**src/rtl/wb_pipe_stage.sv**
```systemverilog
// wb_pipe_stage -- write-back pipeline stage with valid/ready handshake.
//
// Holds one beat in the default build. With WB_PIPE_SKID_EN defined it
// holds up to two beats (main + skid entry), and in_ready comes straight
// from a flop so there is no combinational path from out_ready.
//
// Ports:
//   clk, rst         clock; asynchronous active-high reset
//   flush            synchronous discard of every held beat (and any beat
//                    accepted in the same cycle)
//   in_valid/ready   upstream handshake
//   in_*             upstream payload (wb_en, mem_read, alu_res, mem_data, dest)
//   out_valid/ready  downstream handshake
//   out_*            held payload; out_wb_en is gated by out_valid
//   out_wb_value     out_mem_data when out_mem_read, else out_alu_res
//   out_count        number of beats held (0..2)
module wb_pipe_stage #(
  parameter int DATA_W     = 32,
  parameter int REG_ADDR_W = 4
) (
  input  logic                  clk,
  input  logic                  rst,
  input  logic                  flush,
  input  logic                  in_valid,
  output logic                  in_ready,
  input  logic                  in_wb_en,
  input  logic                  in_mem_read,
  input  logic [DATA_W-1:0]     in_alu_res,
  input  logic [DATA_W-1:0]     in_mem_data,
  input  logic [REG_ADDR_W-1:0] in_dest,
  output logic                  out_valid,
  input  logic                  out_ready,
  output logic                  out_wb_en,
  output logic                  out_mem_read,
  output logic [DATA_W-1:0]     out_alu_res,
  output logic [DATA_W-1:0]     out_mem_data,
  output logic [REG_ADDR_W-1:0] out_dest,
  output logic [DATA_W-1:0]     out_wb_value,
  output logic [1:0]            out_count
);

  localparam int PAY_W = 2 + 2 * DATA_W + REG_ADDR_W;

  logic [PAY_W-1:0] in_pay;
  logic             main_valid_q, main_valid_d;
  logic [PAY_W-1:0] main_pay_q, main_pay_d;
  logic             accept;
  logic             retire;
  logic             pay_wb_en;

  assign in_pay = {in_wb_en, in_mem_read, in_alu_res, in_mem_data, in_dest};
  assign accept = in_valid & in_ready;
  assign retire = main_valid_q & out_ready;

`ifdef WB_PIPE_SKID_EN
  logic             skid_valid_q, skid_valid_d;
  logic [PAY_W-1:0] skid_pay_q, skid_pay_d;

  // Skid entry free means a beat can always be absorbed, even if the main
  // entry stalls this very cycle.
  assign in_ready  = ~skid_valid_q;
  assign out_count = {main_valid_q & skid_valid_q, main_valid_q ^ skid_valid_q};

  always_comb begin
    main_valid_d = main_valid_q;
    main_pay_d   = main_pay_q;
    skid_valid_d = skid_valid_q;
    skid_pay_d   = skid_pay_q;
    if (flush) begin
      main_valid_d = 1'b0;
      skid_valid_d = 1'b0;
    end else if (!main_valid_q) begin
      // Skid is never occupied while main is empty.
      if (accept) begin
        main_valid_d = 1'b1;
        main_pay_d   = in_pay;
      end
    end else if (retire) begin
      if (skid_valid_q) begin
        // in_ready is low while skid is full, so no accept can coincide.
        main_pay_d   = skid_pay_q;
        skid_valid_d = 1'b0;
      end else if (accept) begin
        main_pay_d = in_pay;
      end else begin
        main_valid_d = 1'b0;
      end
    end else if (accept) begin
      skid_valid_d = 1'b1;
      skid_pay_d   = in_pay;
    end
  end

  always_ff @(posedge clk or posedge rst) begin
    if (rst) begin
      skid_valid_q <= 1'b0;
      skid_pay_q   <= '0;
    end else begin
      skid_valid_q <= skid_valid_d;
      skid_pay_q   <= skid_pay_d;
    end
  end
`else
  assign in_ready  = ~main_valid_q | out_ready;
  assign out_count = {1'b0, main_valid_q};

  always_comb begin
    main_valid_d = main_valid_q;
    main_pay_d   = main_pay_q;
    if (flush) begin
      main_valid_d = 1'b0;
    end else if (accept) begin
      main_valid_d = 1'b1;
      main_pay_d   = in_pay;
    end else if (retire) begin
      main_valid_d = 1'b0;
    end
  end
`endif

  always_ff @(posedge clk or posedge rst) begin
    if (rst) begin
      main_valid_q <= 1'b0;
      main_pay_q   <= '0;
    end else begin
      main_valid_q <= main_valid_d;
      main_pay_q   <= main_pay_d;
    end
  end

  assign {pay_wb_en, out_mem_read, out_alu_res, out_mem_data, out_dest} = main_pay_q;
  assign out_valid    = main_valid_q;
  // A bubble must never write the register file.
  assign out_wb_en    = main_valid_q & pay_wb_en;
  assign out_wb_value = out_mem_read ? out_mem_data : out_alu_res;

endmodule

```
**config.mk**
```make
export PLATFORM = sky130hd
export DESIGN_NAME = wb_pipe_stage
export DESIGN_NICKNAME = d
export VERILOG_FILES = /design/src/rtl/wb_pipe_stage.sv
export SDC_FILE = /design/constraint.sdc
export NUM_CORES = 1
export LEC_CHECK = 0
export BUFFER_PORTS_ARGS = -buffer_cell sky130_fd_sc_hd__buf_2
export CORE_UTILIZATION = 25
export CTS_CLUSTER_SIZE = 30
export DETAILED_ROUTE_END_ITERATION = 16
export HOLD_SLACK_MARGIN = 0.05
export PLACE_DENSITY = 0.46
export SLEW_MARGIN = 0
export SYNTH_ARGS = -nofsm -noshare
export SYNTH_HDL_FRONTEND = slang
export SYNTH_SLANG_ARGS = --single-unit
export TNS_END_PERCENT = 50
```
**constraint.sdc**
```tcl
create_clock -name clk -period 7.3 [get_ports clk]
set_clock_uncertainty 0.15 [all_clocks]
set_input_delay 1.46 -clock clk [delete_from_list [all_inputs] [get_ports clk]]
set_output_delay 1.46 -clock clk [all_outputs]
set_load 0.02 [all_outputs]
```
==> key figures <==
Route
  – Remaining DRCs: 0
  – Vias: 2246
  – Initial DRC count: 19
  – WL final: 7350 um
  – Drt pass-1 iters: 2
  – Antenna-violating nets left: 0
  – WL per Instance: 13.2 um
  – Via density: 4.03

Logic synthesis
  – Yosys cell types: 12
  – Syn Area/Cell: 13.8 um2
  – Post-synthesis sequential area ratio: 49.3%
  – Syn Nets: 337
  – Ys Warns: 0
  – Seq cells post-synth: 71
  – Syn Inst Count: 262
  – Cell Area, Synth: 0.00361 mm2

Worst setup path
  – Worst path cell trace: buf_2 > nor2b_4 > inv_1 > buf_2
  – CP max stage delay: 150 ps
  – WS Path Type: in2out
  – CP Data Required Time: 5690 ps
  – CP arrival: 1920 ps
  – Setup crit start kind: input port
  – Crit. End Element: output port
  – Max Fanout on Critical Path: 3
  – CP dominant cell by count: buf_2
  – CP max stage cell: buf_2

CTS
  – # Post-CTS Setup Buffers: 0
  – TritonCTS clock tree: built
  – Clk Tree Root Cell: clkbuf_16
  – Clock-pin slew on the worst setup and hold paths: 50 ps
  – Htree depth: 3
  – CTS Sinks: 71
  – Clock Path Buffers: 2
  – Worst-skew pair later-pin latency: 330 ps
  – Post_cts resized: 0
  – # hold bufs at CTS: 0
  – TritonCTS Buffers: 9

Power and ir drop
  – Sequential share of power: 37.7%
  – Switching Fraction: 32.7%
  – Static Leakage: 2.12 nW
  – PD cells: 312 mW/mm2
  – P_int: 0.000927 W
  – Clock share of power: 31.7%
  – Worst vdd ir: 144 uV
  – Comb power frac: 30.6%
  – Switching power: 0.000450 W

Timing
  – Clock period minus worst slack: 3530 ps
  – Setup violators final: 0
  – Maximum clock rate: 0.283 GHz
  – Final Cycle Share: 48.4%
  – Setup TNS: 0 ps
  – Hold WS: 350 ps
  – Min setup slack post-route: 3770 ps
  – Final Hold Viols: 0
  – Slew headroom: 38.4%
  – RSZ-0062 raised after global routing: false
  – Final slew viol count: 0
  – Worst Tran Pin Value: 924 ps

Floorplanning
  – Core area: 0.0140 mm2
  – Row count: 43
  – DIE WIDTH: 122 um
  – IO Count: 181
  – Die height: 122 um
  – Die ar.: 0.0149 mm2
  – Starting Density: 25.8%

Final layout
  – Most common cell after layout, fill and taps aside: buf_2
  – Most frequent cells in the layout: 179 x buf_2, 102 x mux2_2, 70 x dfrtp_1, 9 x clkbuf_16, 4 x clkinv_2
  – Layout cells sized above 1: 80.1%
  – Ant. Diodes: 0
  – Area delta synth->final: 22.6%
  – Layout Nets: 448

Place
  – Place WS: 3770 ps
  – Routability congestion estimate: 0.679
  – Dpl hpwl: 5040 um
  – Input/output buffers: 179

GRT
  – Vias in the first global route: 2177
  – GRT Total Usage: 10.1%
  – Initial antenna violation count: 0
  – Largest net degree at the start of global routing: 72
  – Total grt overflow: 0
  – First-pass GRT wire length: 11100 um

Min path
  – Worst Hold Class: reg2reg

Outcome
  – Status: completed

Job
  – Max-Cap Viols: 0
[critical path: cells and delay by family]
family / cells / cell delay, ps
buf+inv: 3 / 310
simple gates: 1 / 140
[sequential cells by signal, summed over array words and instances, names as in the netlist]
register and flops:
main_pay_q 70, out_valid 1
[synth_stat cells]
library cell  instances  area share [%]
and2_1                1            0.17
buf_6                 7             2.2
nor2b_4               1            0.38
nor2_1                2            0.21
conb_1                1            0.10
clkbuf_1              1            0.10
buf_4                70              15
dfrtp_1              71              49
inv_1                 2            0.21
nor3b_4               1            0.52
buf_2                 3            0.42
mux2_2              102              32
[power by group through the flow]
stage / clock (W) / sequential [W] / combinational (W)
detailed placement: 0 / 0.000529 / 0.000426
CTS: 0.000459 / 0.000523 / 0.000428
floorplan: 0 / 0.000502 / 0.000393
global route: 0.000476 / 0.000533 / 0.000450
finish: 0.000437 / 0.000519 / 0.000421
global placement: 0 / 0.000526 / 0.000426
[cell type report]
cell class	instances	area, um2
multi-input combinational	108	1200
inverter	2	8.76
clock buffer	11	253
clock inverter	4	45.0
sequential	71	1780
fill	1461	9570
timing repair buffer	181	911
tap	180	225
[path summary, 6_finish.rpt]
path / cells after the start / endpoint / slack, ps / start
max: 4 / in_ready / 3770 / out_ready
min: 1 / main_pay_q[69]$_DFFE_PP0P_ / 350 / main_pay_q[69]$_DFFE_PP0P_
max reg2reg: 4 / main_pay_q[32]$_DFFE_PP0P_ / 5090 / out_valid$_DFFE_PP0P_
min reg2reg: 1 / main_pay_q[69]$_DFFE_PP0P_ / 350 / main_pay_q[69]$_DFFE_PP0P_
max in group asynchronous: 3 / main_pay_q[68]$_DFFE_PP0P_ / 5120 / rst
min in group asynchronous: 3 / main_pay_q[50]$_DFFE_PP0P_ / 1260 / rst
[cell families (layout without fill, tap and decap cells)]
kind of cell           after synthesis  in the layout  synth area share [%]
other                                1              1                 0.104
multiplexers                       102            102                  31.9
flip-flops                          71             71                  49.3
AND/OR/NAND/NOR                      5              5                  1.28
buffers and inverters               83            198                  17.5
[per-layer routing]
metal	vias up	share of wire [%]	GRT usage, %	routed length [um]
li1	1041	-	-	-
met1	1095	41	10.9	2980
met2	102	48	16.2	3540
met3	8	9.6	5.62	706
met4	0	1.7	4.34	126
met5	-	0	0	0
[through the flow]
step,area (um2),std cells,utilization [%],power [W]
2_1_floorplan,3610,262,-,0.000895
3_3_place_gp,4120,542,29.5,0.000952
3_5_place_dp,4120,542,29.5,0.000956
4_1_cts,4420,557,31.6,0.00141
5_1_grt,4420,557,31.6,0.00146
6_report,4420,557,31.6,0.00138
Note: power is estimated with default switching activity, not from simulation.
